--- config.mk ---
export PLATFORM = sky130hd
export DESIGN_NAME = ula_wb_stage_flat
export DESIGN_NICKNAME = d
export VERILOG_FILES = /design/src/rtl/ula_wb_stage_if.sv /design/src/rtl/ula_wb_stage.sv /design/src/flat_wrapper.sv
export SDC_FILE = /design/constraint.sdc
export NUM_CORES = 1
export LEC_CHECK = 0
export CELL_PAD_IN_SITES_DETAIL_PLACEMENT = 2
export CELL_PAD_IN_SITES_GLOBAL_PLACEMENT = 2
export CORE_AREA = 2 2 101 103
export CTS_BUF_LIST = sky130_fd_sc_hd__clkbuf_8
export DETAILED_ROUTE_END_ITERATION = 8
export DIE_AREA = 0 0 103 105
export PLACE_DENSITY_LB_ADDON = 0.1
export SLEW_MARGIN = 10
export SYNTH_ARGS = -nofsm -noshare
export SYNTH_HDL_FRONTEND = slang
export SYNTH_SLANG_ARGS = --single-unit
--- constraint.sdc ---
create_clock -name clk -period 5.21 [get_ports clk]
set_input_delay 1.042 -clock clk [delete_from_list [all_inputs] [get_ports clk]]
set_output_delay 1.042 -clock clk [all_outputs]
set_load 0.005 [all_outputs]
--- src/rtl/ula_wb_stage_if.sv ---
// ula_wb_stage_if: bundles the ALU-result input side and the register-file
// write-back side of the write-back stage. The master modport is the
// ALU/register-file environment; the slave modport is the stage itself.
interface ula_wb_stage_if #(
    parameter int bits = 16,
    parameter int AW   = 4
);
    // ALU result input
    logic            in_valid;
    logic            in_ready;
    logic [bits-1:0] in_resu;
    logic            in_o;
    logic            in_c;
    logic            in_s;
    logic            in_z;
    logic [7:0]      in_op;
    logic [AW-1:0]   in_rd;
    logic            in_we;
    logic            in_fwe;

    // register-file write port
    logic            wb_valid;
    logic            wb_ready;
    logic [bits-1:0] wb_data;
    logic [AW-1:0]   wb_addr;

    // architectural flags
    logic            flag_o;
    logic            flag_c;
    logic            flag_s;
    logic            flag_z;

    // forwarding source
    logic            fwd_valid;
    logic [AW-1:0]   fwd_addr;
    logic [bits-1:0] fwd_data;

    modport master (
        output in_valid, in_resu, in_o, in_c, in_s, in_z, in_op, in_rd, in_we, in_fwe,
        output wb_ready,
        input  in_ready, wb_valid, wb_data, wb_addr,
        input  flag_o, flag_c, flag_s, flag_z,
        input  fwd_valid, fwd_addr, fwd_data
    );

    modport slave (
        input  in_valid, in_resu, in_o, in_c, in_s, in_z, in_op, in_rd, in_we, in_fwe,
        input  wb_ready,
        output in_ready, wb_valid, wb_data, wb_addr,
        output flag_o, flag_c, flag_s, flag_z,
        output fwd_valid, fwd_addr, fwd_data
    );
endinterface

--- src/rtl/ula_wb_stage.sv ---
// ula_wb_stage: write-back stage behind the 16-bit ALU.
// Buffers ALU results in a 2-entry FIFO drained through a valid/ready port,
// holds the architectural O/C/S/Z flag register and, when the macro
// ULA_WB_FWD_EN is defined, exposes the youngest pending entry (the FIFO
// tail) as a forwarding source. Without the macro the forwarding outputs
// are tied to zero. All outputs come straight from registers.
module ula_wb_stage #(
    parameter int bits = 16,
    parameter int AW   = 4
) (
    input  logic               clk,
    input  logic               reset,
    ula_wb_stage_if.slave      bus
);

    // FIFO storage and control state
    logic [bits-1:0] mem_data_r [2];
    logic [AW-1:0]   mem_addr_r [2];
    logic            rd_ptr_r;
    logic            wr_ptr_r;
    logic [1:0]      count_r;

    // registered outputs
    logic            in_ready_r;
    logic            wb_valid_r;
    logic [bits-1:0] wb_data_r;
    logic [AW-1:0]   wb_addr_r;
    logic            flag_o_r;
    logic            flag_c_r;
    logic            flag_s_r;
    logic            flag_z_r;

    // next-state terms
    logic            accept_s;
    logic            push_s;
    logic            pop_s;
    logic            flag_upd_s;
    logic [1:0]      count_next_s;
    logic            rd_ptr_next_s;
    logic            wr_ptr_next_s;
    logic [bits-1:0] head_data_next_s;
    logic [AW-1:0]   head_addr_next_s;

    // Opcode operation/R bits are decoded upstream; only the format field matters here.
    logic            op_unused_s;
    assign op_unused_s = ^bus.in_op[5:0];

    // Handshake decode, occupancy/pointer update and next head selection.
    always_comb begin
        accept_s         = bus.in_valid && (count_r != 2'd2);
        push_s           = accept_s && bus.in_we;
        pop_s            = (count_r != 2'd0) && bus.wb_ready;
        flag_upd_s       = accept_s && bus.in_fwe && (bus.in_op[7:6] == 2'b10);
        count_next_s     = count_r;
        rd_ptr_next_s    = rd_ptr_r;
        wr_ptr_next_s    = wr_ptr_r;
        head_data_next_s = wb_data_r;
        head_addr_next_s = wb_addr_r;

        case ({push_s, pop_s})
            2'b10:   count_next_s = count_r + 2'd1;
            2'b01:   count_next_s = count_r - 2'd1;
            default: count_next_s = count_r;
        endcase

        if (push_s) begin
            wr_ptr_next_s = ~wr_ptr_r;
        end else begin
            wr_ptr_next_s = wr_ptr_r;
        end

        if (pop_s) begin
            rd_ptr_next_s = ~rd_ptr_r;
        end else begin
            rd_ptr_next_s = rd_ptr_r;
        end

        // An empty FIFO keeps presenting the last popped entry.
        if (count_next_s != 2'd0) begin
            if (push_s && (rd_ptr_next_s == wr_ptr_r)) begin
                head_data_next_s = bus.in_resu;
                head_addr_next_s = bus.in_rd;
            end else begin
                head_data_next_s = mem_data_r[rd_ptr_next_s];
                head_addr_next_s = mem_addr_r[rd_ptr_next_s];
            end
        end else begin
            head_data_next_s = wb_data_r;
            head_addr_next_s = wb_addr_r;
        end
    end

    // FIFO storage, pointers and occupancy count.
    always_ff @(posedge clk or posedge reset) begin
        if (reset) begin
            mem_data_r[0] <= {bits{1'b0}};
            mem_data_r[1] <= {bits{1'b0}};
            mem_addr_r[0] <= {AW{1'b0}};
            mem_addr_r[1] <= {AW{1'b0}};
            rd_ptr_r      <= 1'b0;
            wr_ptr_r      <= 1'b0;
            count_r       <= 2'd0;
        end else begin
            if (push_s) begin
                mem_data_r[wr_ptr_r] <= bus.in_resu;
                mem_addr_r[wr_ptr_r] <= bus.in_rd;
            end
            rd_ptr_r <= rd_ptr_next_s;
            wr_ptr_r <= wr_ptr_next_s;
            count_r  <= count_next_s;
        end
    end

    // Handshake and head-entry output registers, derived from next state.
    always_ff @(posedge clk or posedge reset) begin
        if (reset) begin
            in_ready_r <= 1'b1;
            wb_valid_r <= 1'b0;
            wb_data_r  <= {bits{1'b0}};
            wb_addr_r  <= {AW{1'b0}};
        end else begin
            in_ready_r <= (count_next_s != 2'd2);
            wb_valid_r <= (count_next_s != 2'd0);
            wb_data_r  <= head_data_next_s;
            wb_addr_r  <= head_addr_next_s;
        end
    end

    // Architectural flag register: all four load together on an ALU-format update.
    always_ff @(posedge clk or posedge reset) begin
        if (reset) begin
            flag_o_r <= 1'b0;
            flag_c_r <= 1'b0;
            flag_s_r <= 1'b0;
            flag_z_r <= 1'b0;
        end else if (flag_upd_s) begin
            flag_o_r <= bus.in_o;
            flag_c_r <= bus.in_c;
            flag_s_r <= bus.in_s;
            flag_z_r <= bus.in_z;
        end
    end

    assign bus.in_ready = in_ready_r;
    assign bus.wb_valid = wb_valid_r;
    assign bus.wb_data  = wb_data_r;
    assign bus.wb_addr  = wb_addr_r;
    assign bus.flag_o   = flag_o_r;
    assign bus.flag_c   = flag_c_r;
    assign bus.flag_s   = flag_s_r;
    assign bus.flag_z   = flag_z_r;

`ifdef ULA_WB_FWD_EN
    logic            fwd_valid_r;
    logic [AW-1:0]   fwd_addr_r;
    logic [bits-1:0] fwd_data_r;

    // Forwarding source tracks the most recent push; the tail is always the youngest entry.
    always_ff @(posedge clk or posedge reset) begin
        if (reset) begin
            fwd_valid_r <= 1'b0;
            fwd_addr_r  <= {AW{1'b0}};
            fwd_data_r  <= {bits{1'b0}};
        end else begin
            fwd_valid_r <= (count_next_s != 2'd0);
            if (push_s) begin
                fwd_addr_r <= bus.in_rd;
                fwd_data_r <= bus.in_resu;
            end
        end
    end

    assign bus.fwd_valid = fwd_valid_r;
    assign bus.fwd_addr  = fwd_addr_r;
    assign bus.fwd_data  = fwd_data_r;
`else
    assign bus.fwd_valid = 1'b0;
    assign bus.fwd_addr  = {AW{1'b0}};
    assign bus.fwd_data  = {bits{1'b0}};
`endif

endmodule

--- src/flat_wrapper.sv ---
// flat-port wrapper written by rule: the top's interface ports become plain ports
module ula_wb_stage_flat 
#(
    parameter int bits = 16,
    parameter int AW   = 4
)
  (clk, reset, bus_in_valid, bus_in_resu, bus_in_o, bus_in_c, bus_in_s, bus_in_z, bus_in_op, bus_in_rd, bus_in_we, bus_in_fwe, bus_wb_ready, bus_in_ready, bus_wb_valid, bus_wb_data, bus_wb_addr, bus_flag_o, bus_flag_c, bus_flag_s, bus_flag_z, bus_fwd_valid, bus_fwd_addr, bus_fwd_data);
  ula_wb_stage_if #(.bits(bits), .AW(AW)) bus_i ();
  input  logic clk;
  input  logic reset;
  input wire logic [$bits(bus_i.in_valid)-1:0] bus_in_valid;
  input wire logic [$bits(bus_i.in_resu)-1:0] bus_in_resu;
  input wire logic [$bits(bus_i.in_o)-1:0] bus_in_o;
  input wire logic [$bits(bus_i.in_c)-1:0] bus_in_c;
  input wire logic [$bits(bus_i.in_s)-1:0] bus_in_s;
  input wire logic [$bits(bus_i.in_z)-1:0] bus_in_z;
  input wire logic [$bits(bus_i.in_op)-1:0] bus_in_op;
  input wire logic [$bits(bus_i.in_rd)-1:0] bus_in_rd;
  input wire logic [$bits(bus_i.in_we)-1:0] bus_in_we;
  input wire logic [$bits(bus_i.in_fwe)-1:0] bus_in_fwe;
  input wire logic [$bits(bus_i.wb_ready)-1:0] bus_wb_ready;
  output wire logic [$bits(bus_i.in_ready)-1:0] bus_in_ready;
  output wire logic [$bits(bus_i.wb_valid)-1:0] bus_wb_valid;
  output wire logic [$bits(bus_i.wb_data)-1:0] bus_wb_data;
  output wire logic [$bits(bus_i.wb_addr)-1:0] bus_wb_addr;
  output wire logic [$bits(bus_i.flag_o)-1:0] bus_flag_o;
  output wire logic [$bits(bus_i.flag_c)-1:0] bus_flag_c;
  output wire logic [$bits(bus_i.flag_s)-1:0] bus_flag_s;
  output wire logic [$bits(bus_i.flag_z)-1:0] bus_flag_z;
  output wire logic [$bits(bus_i.fwd_valid)-1:0] bus_fwd_valid;
  output wire logic [$bits(bus_i.fwd_addr)-1:0] bus_fwd_addr;
  output wire logic [$bits(bus_i.fwd_data)-1:0] bus_fwd_data;
  assign bus_i.in_valid = bus_in_valid;
  assign bus_i.in_resu = bus_in_resu;
  assign bus_i.in_o = bus_in_o;
  assign bus_i.in_c = bus_in_c;
  assign bus_i.in_s = bus_in_s;
  assign bus_i.in_z = bus_in_z;
  assign bus_i.in_op = bus_in_op;
  assign bus_i.in_rd = bus_in_rd;
  assign bus_i.in_we = bus_in_we;
  assign bus_i.in_fwe = bus_in_fwe;
  assign bus_i.wb_ready = bus_wb_ready;
  assign bus_in_ready = bus_i.in_ready;
  assign bus_wb_valid = bus_i.wb_valid;
  assign bus_wb_data = bus_i.wb_data;
  assign bus_wb_addr = bus_i.wb_addr;
  assign bus_flag_o = bus_i.flag_o;
  assign bus_flag_c = bus_i.flag_c;
  assign bus_flag_s = bus_i.flag_s;
  assign bus_flag_z = bus_i.flag_z;
  assign bus_fwd_valid = bus_i.fwd_valid;
  assign bus_fwd_addr = bus_i.fwd_addr;
  assign bus_fwd_data = bus_i.fwd_data;
  ula_wb_stage #(.bits(bits), .AW(AW)) u_core (.clk(clk), .reset(reset), .bus(bus_i));
endmodule
==> results of run 1 <==
## per-stage QoR
stage / setup slack [ps] / instance area, um2 / utilization (%) / hold slack, ps
2_1_floorplan: 2400 / 3380 / - / 456
3_3_place_gp: 1630 / 3910 / 40.5 / 465
3_5_place_dp: 1560 / 3910 / 40.5 / 478
4_1_cts: 1940 / 4150 / 43.1 / 495
5_1_grt: 1780 / 4150 / 43.1 / 509
6_report: 1990 / 4150 / 43.1 / 489
## cells in the final DEF, fill, tap and decap left out, types with 2 or more instances in the layout
cell type | Yosys | layout
a31oi_1 | 20 | 20
buf_4 | 21 | 5
nand2b_1 | 2 | 2
mux2_1 | 12 | 12
dfrtp_1 | 69 | 69
inv_2 | 1 | 2
mux2_2 | 13 | 13
o21ai_1 | 20 | 20
bufinv_16 | 0 | 3
xnor2_1 | 3 | 2
a32oi_1 | 20 | 20
clkbuf_8 | 0 | 10
clkinv_2 | 0 | 2
nand2_1 | 4 | 4
conb_1 | 1 | 21
and3_1 | 20 | 20
inv_1 | 3 | 2
mux2_4 | 19 | 19
clkdlybuf4s50_1 | 0 | 57
## final timing paths
path,start,end,slack (ps)
max,bus_in_valid,u_core.bus.wb_data[3],1990
min in group asynchronous,reset,u_core.bus.flag_o,1170
max reg2reg,u_core.count_r[1],u_core.bus.wb_data[3],2590
min reg2reg,u_core.mem_data_r[3],u_core.mem_data_r[3],490
min,u_core.mem_data_r[3],u_core.mem_data_r[3],490
max in group asynchronous,reset,u_core.mem_data_r[2],3100
## power breakdown
group / switching, mW / internal (mW) / leakage [nW]
registers: 0.154 / 0.825 / 0.840
logic: 0.610 / 0.622 / 0.865
clock network: 0.217 / 0.330 / 0.126
total: 0.981 / 1.78 / 1.83
## routing by layer
layer	global-route usage, %	vias up	wire, um
met2	26.5	53	4060
met4	4.51	0	68
met3	4.95	4	386
met1	21.7	1174	3710
li1	-	1030	-
met5	0	-	0
## synth_stat cells (all sizes together)
| cell type | n | share of area, % |
|---|---|---|
| nor2 | 2 | 0.23 |
| nand4 | 1 | 0.19 |
| nand3 | 1 | 0.30 |
| mux2 | 44 | 17 |
| xor2 | 2 | 0.53 |
| a31oi | 20 | 3.8 |
| o21ai | 21 | 3.3 |
| nor3 | 1 | 0.30 |
| or2b | 1 | 0.23 |
| ha | 1 | 0.38 |
| xnor2 | 3 | 0.80 |
| clkbuf | 10 | 1.1 |
| and2 | 1 | 0.19 |
| conb | 1 | 0.11 |
| dfstp | 1 | 0.80 |
| and3 | 20 | 3.8 |
| dfrtp | 69 | 52 |
| or2 | 1 | 0.19 |
| nand2b | 3 | 0.64 |
| o22ai | 1 | 0.38 |
| buf | 32 | 7.0 |
| inv | 4 | 0.45 |
| a32oi | 20 | 5.3 |
| nand2 | 4 | 0.45 |
## worst reg2reg max path: stages, from the launching register on
cell,delay (ps)
dfrtp_1,480
nand2b_2,140
nand3_2,120
ha_1,260
xnor2_1,240
o22ai_4,110
nor2_2,840
a32oi_1,230
o21ai_1,140
## cell families after synthesis
logic type      share of synthesized area, %
mux                                     17.2
flops                                   53.1
fa+ha+maj                              0.379
simple gates                            6.52
compound gates                          12.8
xor+xnor                                1.33
buf+inv                                 8.60
other cells                            0.114
## state kept, by name, indices dropped and copies added, names as in the netlist
register,count
u_core.bus.wb_data,16
u_core.bus.flag_s,1
u_core.mem_addr_r,8
u_core.wr_ptr_r,1
u_core.bus.in_ready,1
u_core.bus.flag_c,1
u_core.bus.wb_addr,4
u_core.rd_ptr_r,1
u_core.bus.flag_z,1
u_core.mem_data_r,32
u_core.count_r,2
u_core.bus.wb_valid,1
u_core.bus.flag_o,1
## final cells by class
| cell class | instances | area (um2) |
|---|---|---|
| Multi-Input combinational cell | 168 | 1360 |
| Tap cell | 133 | 166 |
| Clock inverter | 6 | 109 |
| Inverter | 4 | 15.0 |
| Timing Repair Buffer | 62 | 608 |
| Sequential cell | 70 | 1750 |
| Clock buffer | 10 | 138 |
| Fill cell | 1011 | 5490 |
==> results.sh, run 1 <==
export IMPL_antenna_found_initial=0
export IMPL_antenna_cells=0
export IMPL_num_rows=36
export IMPL_finalPower_mw=2.76
export IMPL_grt_max_degree=42
export IMPL_synth_area_per_cell_um2=12.5
export IMPL_worst_pin_slew_ps=1120
export IMPL_min_path_cells=1
export IMPL_cp_start_kind="primary input"
export IMPL_crit_chain="clkdlybuf4s50_1 -> nand3_2 -> ha_1 -> xnor2_1 -> o22ai_4 -> nor2_2 -> a32oi_1 -> o21ai_1"
export IMPL_hold_viol=0
export IMPL_path_clk_slew_ps=80
export IMPL_cts_max_path_buffers=2
export IMPL_grt_pass1_vias=2455
export IMPL_cp_top_family="simple AND/OR/NAND/NOR gates"
export IMPL_crit_path_top_delay_cell="nor2_2"
export IMPL_critPathRequiredTime_ps=5480
export IMPL_clkLatencyLatePin_ps=350
export IMPL_path_buf_inv=1
export IMPL_status="complete, no violations"
export IMPL_hpwl_um=5080
export IMPL_ys_types=31
export IMPL_die_area_um2=10800
export IMPL_first_pass_iters=4
export IMPL_hold_buffers=0
export IMPL_crit_path_max_fanout=20
export IMPL_start_util_pct=34.2
export IMPL_die_w_um=103
export IMPL_layout_cells_non_filler=453
export IMPL_netlist_instances=264
export IMPL_worstSetupPathType="in2reg"
export IMPL_die_h_um=105
export IMPL_fin_crit_sh_pct=61.9
export IMPL_p_leak_nw=1.83
export IMPL_yosysWarnings=0
export IMPL_power_density_nw_per_um2=664
export IMPL_ant_nets=0
export IMPL_arrival_ps=3500
export IMPL_grt_overflow=0
export IMPL_finalSetupViolations=0
export IMPL_max_vdd_ir_drop_mv=0.213
export IMPL_tns_ps=0
export IMPL_cts_root_buf="clkbuf_8"
export IMPL_endpoint_kind="flip-flop"
export IMPL_io_pins=85
export IMPL_cts_resized=0
export IMPL_max_freq_mhz=310
export IMPL_route_detailed_drc=0
export IMPL_layout_nets=354
export IMPL_drt_wl_total_um=8230
export IMPL_place_inst=437
export IMPL_groute_usage_overall_pct=16.6
export IMPL_clock_sinks=70
export IMPL_min_period_ps=3220
export IMPL_drtIter0Drc=50
export IMPL_synth_seq_area_share_pct=53.1
export IMPL_hp_class="reg2reg"
export IMPL_numPortBuffers=57
export IMPL_cts_max_level=3
export IMPL_cts_setup_buffers=0
export IMPL_globalplace_congestion=0.650
export IMPL_vias=2261
export IMPL_cts_buffers=9
export IMPL_reg2reg_depth=8
export IMPL_drive_gt1_share_pct=20.3
export IMPL_maxSlewHeadroom_pct=25.4
export IMPL_fin_skew_ps=10.0
export IMPL_core_um2=9640
export IMPL_cp_depth=8
export IMPL_wl_per_cell_um=18.2
export IMPL_rsz0062_at_grt="false"
export IMPL_synthesis_area_um2=3300
export IMPL_maxCapViolations=0
export IMPL_max_stage_delay_ps=840
export IMPL_cts_tree="built"
export IMPL_drv_slew=0
export IMPL_synth_seq_cells=70
export IMPL_area_growth_pct=25.8
export IMPL_via_per_inst=4.99
export IMPL_grt_pass1_wl_um=13500
No activity file was read; power rests on OpenSTA's default activity.
==> run 2: changes to the inputs <==
Settings changed: CORE_AREA 2 2 101 103 to 2 2 108 110, DIE_AREA 0 0 103 105 to 0 0 110 112.
Clock period 5.21 ns to 2.7 ns, I/O delays scaled along.
==> results.sh, run 2 (synthesis gave the netlist of run 1 again) <==
export IMPL_status="complete, no violations"
export IMPL_reg2reg_slack_ps=440
export IMPL_hpwl_um=5300
export IMPL_crit_path_max_fanout=20
export IMPL_ant_nets=0
export IMPL_endpoint_kind="flip-flop"
export IMPL_grt_max_degree=50
export IMPL_cp_start_kind="primary input"
export IMPL_fin_crit_sh_pct=86.1
export IMPL_final_cell_mix="69 x dfrtp_1, 57 x clkdlybuf4s50_1, 21 x conb_1"
export IMPL_fin_skew_ps=11.4
export IMPL_path_clk_slew_ps=70
export IMPL_route_detailed_drc=0
export IMPL_whs_ps=489
export IMPL_hp_class="reg2reg"
export IMPL_numPortBuffers=57
export IMPL_groute_usage_overall_pct=14.4
export IMPL_die_h_um=112
export IMPL_hold_viol=0
export IMPL_p_leak_nw=1.88
export IMPL_worst_pin_slew_ps=620
export IMPL_final_common_cell="dfrtp_1"
export IMPL_maxCapViolations=0
export IMPL_critPathRequiredTime_ps=2970
export IMPL_cts_buffers=9
export IMPL_min_period_ps=2320
export IMPL_antenna_cells=0
export IMPL_core_um2=11200
export IMPL_area_growth_pct=28.8
export IMPL_hold_buffers=0
export IMPL_cts_max_level=3
export IMPL_finalPower_mw=5.35
export IMPL_grt_pass1_vias=2608
export IMPL_layout_nets=364
export IMPL_start_util_pct=29.5
export IMPL_die_w_um=110
export IMPL_first_pass_iters=4
export IMPL_worstSetupPathType="in2reg"
export IMPL_drtIter0Drc=93
export IMPL_clkLatencyLatePin_ps=350
export IMPL_drive_gt1_share_pct=22.7
export IMPL_num_rows=39
export IMPL_maxSlewHeadroom_pct=58.6
export IMPL_rsz0062_at_grt="false"
export IMPL_antenna_found_initial=0
export IMPL_drv_slew=0
export IMPL_finalSetupViolations=0
export IMPL_arrival_ps=2590
export IMPL_crit_path_top_delay_cell="nor2_4"
export IMPL_globalplace_congestion=0.681
export IMPL_io_pins=85
export IMPL_via_per_inst=4.84
export IMPL_max_freq_mhz=430
export IMPL_die_area_um2=12300
export IMPL_vias=2288
export IMPL_wl_per_cell_um=17.4
export IMPL_max_stage_delay_ps=520
export IMPL_clock_sinks=70
export IMPL_largest_register_ffs=32
export IMPL_max_vdd_ir_drop_mv=0.382
export IMPL_max_flop_register="u_core.mem_data_r"
export IMPL_crit_chain="clkdlybuf4s50_1 -> nand3_2 -> ha_1 -> xnor2_1 -> o22ai_4 -> nor2_4 -> a32oi_1 -> o21ai_1"
export IMPL_drt_wl_total_um=8230
export IMPL_grt_pass1_wl_um=13600
export IMPL_grt_overflow=0
export IMPL_cts_tree="built"
export IMPL_cts_max_path_buffers=2
export IMPL_cts_root_buf="clkbuf_8"
export IMPL_power_density_nw_per_um2=1260
==> run 2: area by class of cell <==
cell class	instances	area (um2)
clock buffer	12	165
clock inverter	4	76.3
fill	1186	6920
inverter	4	15.0
multi-input combinational	168	1370
sequential	70	1750
tap	143	179
timing repair buffer	72	696
==> run 2: stage by stage <==
step | util [%] | TNS [ps] | instance area, um2 | worst slack, ps | cells
after floorplan | - | 0 | 3380 | 393 | 284
after global placement | 35.9 | -5950 | 4010 | -304 | 457
after detailed placement | 35.9 | -7090 | 4010 | -375 | 457
after CTS | 38.1 | 0 | 4250 | 347 | 473
after global routing | 38.1 | 0 | 4250 | 175 | 473
final | 38.1 | 0 | 4250 | 376 | 473
==> run 2: path summary, 6_finish.rpt <==
| path | startpoint | end | cells past startpoint |
|---|---|---|---|
| worst max-delay path | bus_in_we | u_core.bus.wb_data[13] | 8 |
| worst min-delay path | u_core.mem_data_r[4] | u_core.mem_data_r[4] | 1 |
| worst max register to register | u_core.count_r[1] | u_core.bus.wb_data[13] | 8 |
| worst min register to register | u_core.mem_data_r[4] | u_core.mem_data_r[4] | 1 |
| max in group asynchronous | reset | u_core.bus.in_ready | 3 |
| min in group asynchronous | reset | u_core.mem_data_r[17] | 3 |
==> run 2: critical path, delay by kind of cell <==
kind	cells	cell delay, ps
simple gates	2	610
compound gates	3	430
buf+inv	1	510
xor+xnor	1	260
fa+ha+maj	1	230
==> run 2: where the power goes <==
part	total (mW)	internal (mW)	switching (mW)	leakage, nW
clock	1.02	0.600	0.419	0.119
combinational	2.45	1.25	1.19	0.916
sequential	1.88	1.59	0.292	0.840
total	5.35	3.45	1.90	1.88
==> run 2: timing repair <==
item                       CTS  global route
buffers inserted             0             0
gates resized for setup      1             0
setup endpoints to repair    6             0
==> run 2: per-layer routing <==
layer	wire [um]	global-route usage [%]	up-vias
li1	-	-	1051
met2	4070	23.8	44
met4	78	3.04	0
met5	0	0	-
met3	342	4.16	8
met1	3750	18.5	1185
==> run 3: changes to the inputs <==
--- a/constraint.sdc
+++ b/constraint.sdc
@@ -3,2 +3,2 @@
 set_output_delay 0.54 -clock clk [all_outputs]
-set_load 0.005 [all_outputs]
+set_load 0.1 [all_outputs]
==> results.sh, run 3 (synthesis gave the netlist of run 1 again) <==
export IMPL_min_period_ps=2290
export IMPL_wl_per_cell_um=17.3
export IMPL_start_util_pct=29.5
export IMPL_io_pins=85
export IMPL_max_freq_mhz=437
export IMPL_fin_crit_sh_pct=84.7
export IMPL_final_cell_mix="69 x dfrtp_1, 37 x buf_4, 31 x clkdlybuf4s50_1"
export IMPL_maxSlewHeadroom_pct=58.4
export IMPL_globalplace_congestion=0.652
export IMPL_cts_tree="built"
export IMPL_arrival_ps=2560
export IMPL_core_um2=11200
export IMPL_crit_path_max_fanout=41
export IMPL_area_growth_pct=25.5
export IMPL_clkLatencyLatePin_ps=350
export IMPL_groute_usage_overall_pct=14.3
export IMPL_die_h_um=112
export IMPL_endpoint_kind="flip-flop"
export IMPL_antenna_found_initial=0
export IMPL_antenna_cells=0
export IMPL_hold_buffers=0
export IMPL_maxCapViolations=0
export IMPL_status="complete, no violations"
export IMPL_hp_class="reg2reg"
export IMPL_max_flop_register="u_core.mem_data_r"
export IMPL_ant_nets=0
export IMPL_worstSetupPathType="in2reg"
export IMPL_cts_max_path_buffers=2
export IMPL_rsz0062_at_grt="false"
export IMPL_num_rows=39
export IMPL_grt_max_degree=71
export IMPL_layout_nets=362
export IMPL_critPathRequiredTime_ps=2980
export IMPL_cts_max_level=3
export IMPL_drt_wl_total_um=8150
export IMPL_grt_pass1_vias=2550
export IMPL_die_w_um=110
export IMPL_hpwl_um=5140
export IMPL_worst_pin_slew_ps=622
export IMPL_via_per_inst=4.82
export IMPL_die_area_um2=12300
export IMPL_vias=2272
export IMPL_grt_pass1_wl_um=13300
export IMPL_drv_slew=0
export IMPL_max_stage_delay_ps=510
export IMPL_cp_start_kind="primary input"
export IMPL_cts_setup_buffers=0
export IMPL_largest_register_ffs=32
export IMPL_cts_root_buf="clkbuf_8"
export IMPL_crit_path_top_delay_cell="clkdlybuf4s50_1"
export IMPL_numPortBuffers=57
export IMPL_finalSetupViolations=0
export IMPL_clock_sinks=70
export IMPL_cts_resized=0
export IMPL_hold_viol=0
export IMPL_grt_overflow=0
export IMPL_final_common_cell="dfrtp_1"
export IMPL_cts_buffers=9
export IMPL_drtIter0Drc=46
export IMPL_final_area_um2=4140
export IMPL_fin_skew_ps=7.77
export IMPL_route_detailed_drc=0
export IMPL_crit_chain="clkdlybuf4s50_1 -> nand3_2 -> ha_1 -> or2b_1 -> o22ai_4 -> buf_4 -> a32oi_1 -> o21ai_1"
export IMPL_first_pass_iters=3
export IMPL_drive_gt1_share_pct=29.9
export IMPL_dpl_cell_area_um2=3940
export IMPL_path_clk_slew_ps=80
==> run 3: worst paths after layout <==
check / startpoint / endpoint / slack (ps) / cells past startpoint
worst max register to register: u_core.count_r[1] / u_core.bus.wb_data[1] / 490 / 8
min in group asynchronous: reset / u_core.mem_data_r[17] / 590 / 3
max in group asynchronous: reset / u_core.bus.in_ready / 1770 / 3
worst min register to register: u_core.mem_data_r[3] / u_core.mem_data_r[3] / 490 / 1
worst min-delay path: u_core.mem_data_r[3] / u_core.mem_data_r[3] / 490 / 1
worst max-delay path: bus_in_we / u_core.bus.wb_data[1] / 410 / 8
==> run 3: layout make-up <==
type | instances | area, um2
fillers | 1169 | 7030
repair buffers | 70 | 628
clock buffers | 9 | 124
multi-input cells | 168 | 1370
flip-flops and latches | 70 | 1750
inverters | 4 | 15.0
well taps | 143 | 179
clock inverters | 7 | 73.8
==> run 3: through the flow <==
| stage | utilization [%] | hold slack (ps) | setup WS [ps] | setup TNS (ps) | cells |
|---|---|---|---|---|---|
| floorplan | - | 456 | 393 | 0 | 284 |
| global placement | 35.2 | 466 | -295 | -5630 | 455 |
| detailed placement | 35.2 | 478 | -370 | -7050 | 455 |
| CTS | 37.0 | 498 | 16.8 | 0 | 471 |
| global route | 37.1 | 506 | 231 | 0 | 471 |
| finish | 37.1 | 490 | 413 | 0 | 471 |
==> run 3: critical path, delay by kind of cell <==
kind | cells | cell delay, ps
AO/OA/AOI/OAI | 3 | 360
buffers and inverters | 2 | 950
AND/OR/NAND/NOR | 2 | 370
adder cells (fa/ha/maj) | 1 | 340
==> run 3: routing by layer <==
metal / GRT usage (%) / share of wire [%] / vias to the layer above / wire length [um]
met5: 0 / 0 / - / 0
met4: 4.56 / 1.3 / 0 / 102
met2: 23.8 / 51 / 43 / 4140
li1: - / - / 1045 / -
met3: 3.57 / 3.6 / 9 / 297
met1: 18.0 / 44 / 1175 / 3610
Power of run 3 is not shown: default switching activity piles up to over one toggle a cycle in this logic, so the estimate is an artifact.
==> edit 1, RTL diff (flow settings as in run 3) <==
The option `ULA_WB_FWD_EN` is turned on by a define.
--- a/src/rtl/ula_wb_stage.sv
+++ b/src/rtl/ula_wb_stage.sv
@@ -5,4 +5,6 @@
 // tail) as a forwarding source. Without the macro the forwarding outputs
 // are tied to zero. All outputs come straight from registers.
+`define ULA_WB_FWD_EN
+
 module ula_wb_stage #(
     parameter int bits = 16,
Behaviour: not the same (a bounded check fails within 4 cycles, from zero or initial values and one cycle with reset high).
==> edit 1 against run 3 <==
Synthesized area rose by 15%. Design area rose by 18%. Critical path depth did not move. Critical endpoint is now u_core.bus.wb_addr[3]$_DFFE_PP0P_. Sequential share of layout area rose by 3.8 points. Critical path type unchanged. Routed wire length rose by 16%. Worst setup slack improved by 0.023 ns. Sequential cell count rose by 20.
Power is not shown: default switching activity piles up to over one toggle a cycle in this logic, so the estimate is an artifact.
==> edit 1: results (changes against run 3) <==
Placement
  – Hpwl dp: 6310 µm (+23%)
  – # port buffers: 78 (+37%)
  – GPL Wtd Cong: 0.684 (+4.9%)
  – Area of placed instances: 4700 µm² (+19%)
  – Worst slack at placement: 0.0214 ns (+0.392 ns)

Synth
  – Syn_area_per_cell: 12.0 µm² (-4.1%)
  – Sequential area share after synthesis: 0.595 (+0.0637)
  – Distinct cells, synth: 30 (-3.2%)
  – Commonest cells post-synth: dfrtp_1 (89), nand2_1 (40), o21ai_0 (38)
  – Main area contributors after synthesis: dfrtp_1 (59%), mux2_2 (7.7%), mux2i_1 (5.3%)

Critical path
  – Crit-path max FO: 10 (-76%)
  – Critical path data arrival time: 2.51 ns (-0.05 ns)
  – Crit path from: bus_wb_ready
  – Crit path largest cell delay: 0.47 ns (-0.04 ns)
  – RR Startpoint: u_core.count_r[0]$_DFF_PP0_

STA
  – Min cycle time layout: 2.26 ns (-0.0228 ns)
  – Slew Limit Headroom: 0.301 (-0.284)
  – Worst Skew: 0.0111 ns (+0.00329 ns)

GRT
  – Largest net degree at the start of global routing: 91 (+28%)
  – Vias in the first global route: 3074 (+21%)
  – First-pass GRT wire length: 16000 µm (+20%)

Cells and area
  – Nets: 440 (+22%)

Routing
  – Final WL: 9440 µm (+16%)
  – Vias per inst: 4.87 (+1.0%)
  – Initial DRT Pass Iterations: 4 (+1)

Run status
  – Run status: completed
edit 1: changes by cell type after synthesis, moves of 12 or more:
cell,before,now
mux2_2,13,26
a32oi_1,20,0
mux2_1,12,0
dfrtp_1,69,89
nor2_1,2,23
mux2_4,19,0
nand2_1,4,40
a31oi_1,20,0
mux2i_1,0,20
o21ai_0,0,38
o21ai_1,20,0
inv_1,3,21
buf_4,21,4
and3_1,20,0
edit 1: cell families (layout without fill, tap and decap cells):
kind of cell | after synthesis | count (layout) | synth area share
buffers and inverters | 39 | 129 | 0.0476
xor gates and xnor gates | 8 | 8 | 0.0225
AOI/OAI and AO/OA | 61 | 61 | 0.122
DFF | 90 | 90 | 0.595
muxes | 46 | 46 | 0.130
adders and majority gates | 1 | 1 | 0.00330
and+or+nand+nor | 71 | 71 | 0.0803
edit 1: metal layers:
layer / share of wire / up-vias / GRT usage
li1: - / 1244 / -
met1: 0.44 / 1376 / 0.219
met2: 0.51 / 52 / 0.282
met3: 0.043 / 4 / 0.0351
met4: 0.0086 / 0 / 0.0481
met5: 0 / - / 0
edit 1: path summary, 6_finish.rpt:
kind,end,cells after the start
min,u_core.mem_data_r[4]$_DFFE_PP0P_,2
max,u_core.bus.wb_addr[3]$_DFFE_PP0P_,8
min reg2reg,u_core.mem_data_r[4]$_DFFE_PP0P_,2
max in group asynchronous,u_core.mem_addr_r[4]$_DFFE_PP0P_,3
max reg2reg,u_core.bus.wb_data[7]$_DFFE_PP0P_,7
min in group asynchronous,u_core.bus.flag_z$_DFFE_PP0P_,3
edit 1: layout make-up:
type                       instances  area [µm²]
fill                            1148        6290
sequential                        90        2250
multi-input combinational        187        1370
timing repair buffer              92         818
tap                              143         179
clock buffer                       9         124
inverter                          21        82.6
clock inverter                     7        56.3
==> edit 2, RTL diff (settings of run 3) <==
Without the edit above. `AW` is set to 4 in 3 places; all go to 6.
--- a/src/rtl/ula_wb_stage_if.sv
+++ b/src/rtl/ula_wb_stage_if.sv
@@ -4,5 +4,5 @@
 interface ula_wb_stage_if #(
     parameter int bits = 16,
-    parameter int AW   = 4
+    parameter int AW   = 6
 );
     // ALU result input
--- a/src/rtl/ula_wb_stage.sv
+++ b/src/rtl/ula_wb_stage.sv
@@ -7,5 +7,5 @@
 module ula_wb_stage #(
     parameter int bits = 16,
-    parameter int AW   = 4
+    parameter int AW   = 6
 ) (
     input  logic               clk,
--- a/src/flat_wrapper.sv
+++ b/src/flat_wrapper.sv
@@ -3,5 +3,5 @@
 #(
     parameter int bits = 16,
-    parameter int AW   = 4
+    parameter int AW   = 6
 )
   (clk, reset, bus_in_valid, bus_in_resu, bus_in_o, bus_in_c, bus_in_s, bus_in_z, bus_in_op, bus_in_rd, bus_in_we, bus_in_fwe, bus_wb_ready, bus_in_ready, bus_wb_valid, bus_wb_data, bus_wb_addr, bus_flag_o, bus_flag_c, bus_flag_s, bus_flag_z, bus_fwd_valid, bus_fwd_addr, bus_fwd_data);
Ports: changed (resized bus_fwd_addr, bus_in_rd and bus_wb_addr); port bits go from 85 to 91. No check against the original RTL was run, so the function may have changed too.
==> edit 2 against run 3 <==
Sequential share of layout area about the same. Largest cell class unchanged. Sequential cell count up 6. Worst setup slack worse by 0.032 ns. Synthesized area up 9.8%. Routed wire length up 12%. First-iteration DRC count down 11%. Design area up 8.5%. Count of clock-buffer cells in the layout up 1.
Power is not shown: default switching activity piles up to over one toggle a cycle in this logic, so the estimate is an artifact.
==> edit 2: results (changes against run 3) <==
Routing
  – Vias: 2624 (+15%)
  – Vias per inst: 4.83 (+0.18%)

Critical path
  – RR Startpoint: u_core.count_r[0]$_DFF_PP0_
  – Crit-path max FO: 17 (-59%)
  – Flop-to-flop setup slack: 0.41 ns (-0.08 ns)
  – Reg2reg path depth: 11 (+3)
  – RR Endpoint: u_core.bus.wb_data[0]$_DFFE_PP0P_

Placement
  – GPL Wtd Cong: 0.679 (+4.2%)
  – Post-Place Cells: 527 (+16%)
  – Hpwl dp: 6270 µm (+22%)
  – # port buffers: 61 (+7.0%)

Synth
  – Commonest cells post-synth: nand2_1 (91), dfrtp_1 (75), buf_4 (29)
  – Post-synthesis cell count: 330 (+25%)
  – Distinct cells, synth: 30 (-3.2%)
  – Sequential area share after synthesis: 0.525 (-0.00588)

Hold path
  – Hold path start: u_core.mem_addr_r[4]$_DFFE_PP0P_
  – Hold endpoint: u_core.mem_addr_r[4]$_DFFE_PP0P_
  – Hold depth: 2 (+1)

Cells and area
  – Nets: 436 (+20%)
  – Layout cells sized above 1: 0.218 (-0.0813)
  – Fillers: 1193 (+2.1%)

STA
  – Worst Skew: 0.0118 ns (+0.00404 ns)
  – Hold WS: 0.481 ns (-0.00963 ns)
  – Slew Limit Headroom: 0.570 (-0.0143)

GRT
  – Overall routing resource usage: 0.163 (+0.0199)
  – Vias in the first global route: 2950 (+16%)

Run status
  – Run status: completed
-- edit 2: worst max path at each step --
stage | startpoint | cells past startpoint | to
floorplan | reset | 1 | u_core.bus.flag_c$_DFFE_PP0P_
global placement | bus_in_valid | 10 | u_core.bus.wb_addr[5]$_DFFE_PP0P_
detailed placement | bus_in_valid | 11 | u_core.bus.wb_data[13]$_DFFE_PP0P_
CTS | u_core.count_r[0]$_DFF_PP0_ | 11 | u_core.bus.wb_data[13]$_DFFE_PP0P_
global route | u_core.count_r[0]$_DFF_PP0_ | 11 | u_core.bus.wb_addr[1]$_DFFE_PP0P_
finish | bus_in_valid | 11 | u_core.bus.wb_data[0]$_DFFE_PP0P_
-- edit 2: logic make-up after synthesis --
logic type               after synthesis  synth area share
XOR/XNOR                               7            0.0190
AO/OA/AOI/OAI                         46             0.128
adder cells (fa/ha/maj)                1           0.00345
buffers and inverters                 50            0.0884
flip-flops                            76             0.525
other                                  1           0.00103
multiplexers                          26            0.0808
AND/OR/NAND/NOR                      123             0.154
-- edit 2: per-stage QoR --
step / setup slack, ns / instance area [µm²]
after floorplan: 0.223 / 3710
after global placement: 0.0738 / 4290
after detailed placement: 0.0104 / 4290
after CTS: 0.383 / 4490
after global routing: 0.252 / 4490
final: 0.381 / 4490
-- edit 2: area by class of cell --
class / instances / area, µm² / share of cell area
sequential: 76 / 1900 / 0.424
clock inverter: 6 / 63.8 / 0.0142
inverter: 6 / 23.8 / 0.00529
clock buffer: 10 / 138 / 0.0306
timing repair buffer: 76 / 703 / 0.157
multi-input combinational: 226 / 1480 / 0.330
tap: 143 / 179 / 0.0398
-- edit 2: worst min-delay path, cell delays in order (launching register included) --
cell     delay [ns]
dfrtp_1        0.35
nand2_1        0.05
nand2_1        0.05
-- edit 2: routing by layer --
layer  vias up  GRT usage  routed length (µm)
li1       1224          -                   -
met1      1348      0.209                4050
met2        44      0.274                4720
met3         8     0.0357                 287
met4         0     0.0456                  97
met5         -          0                   0
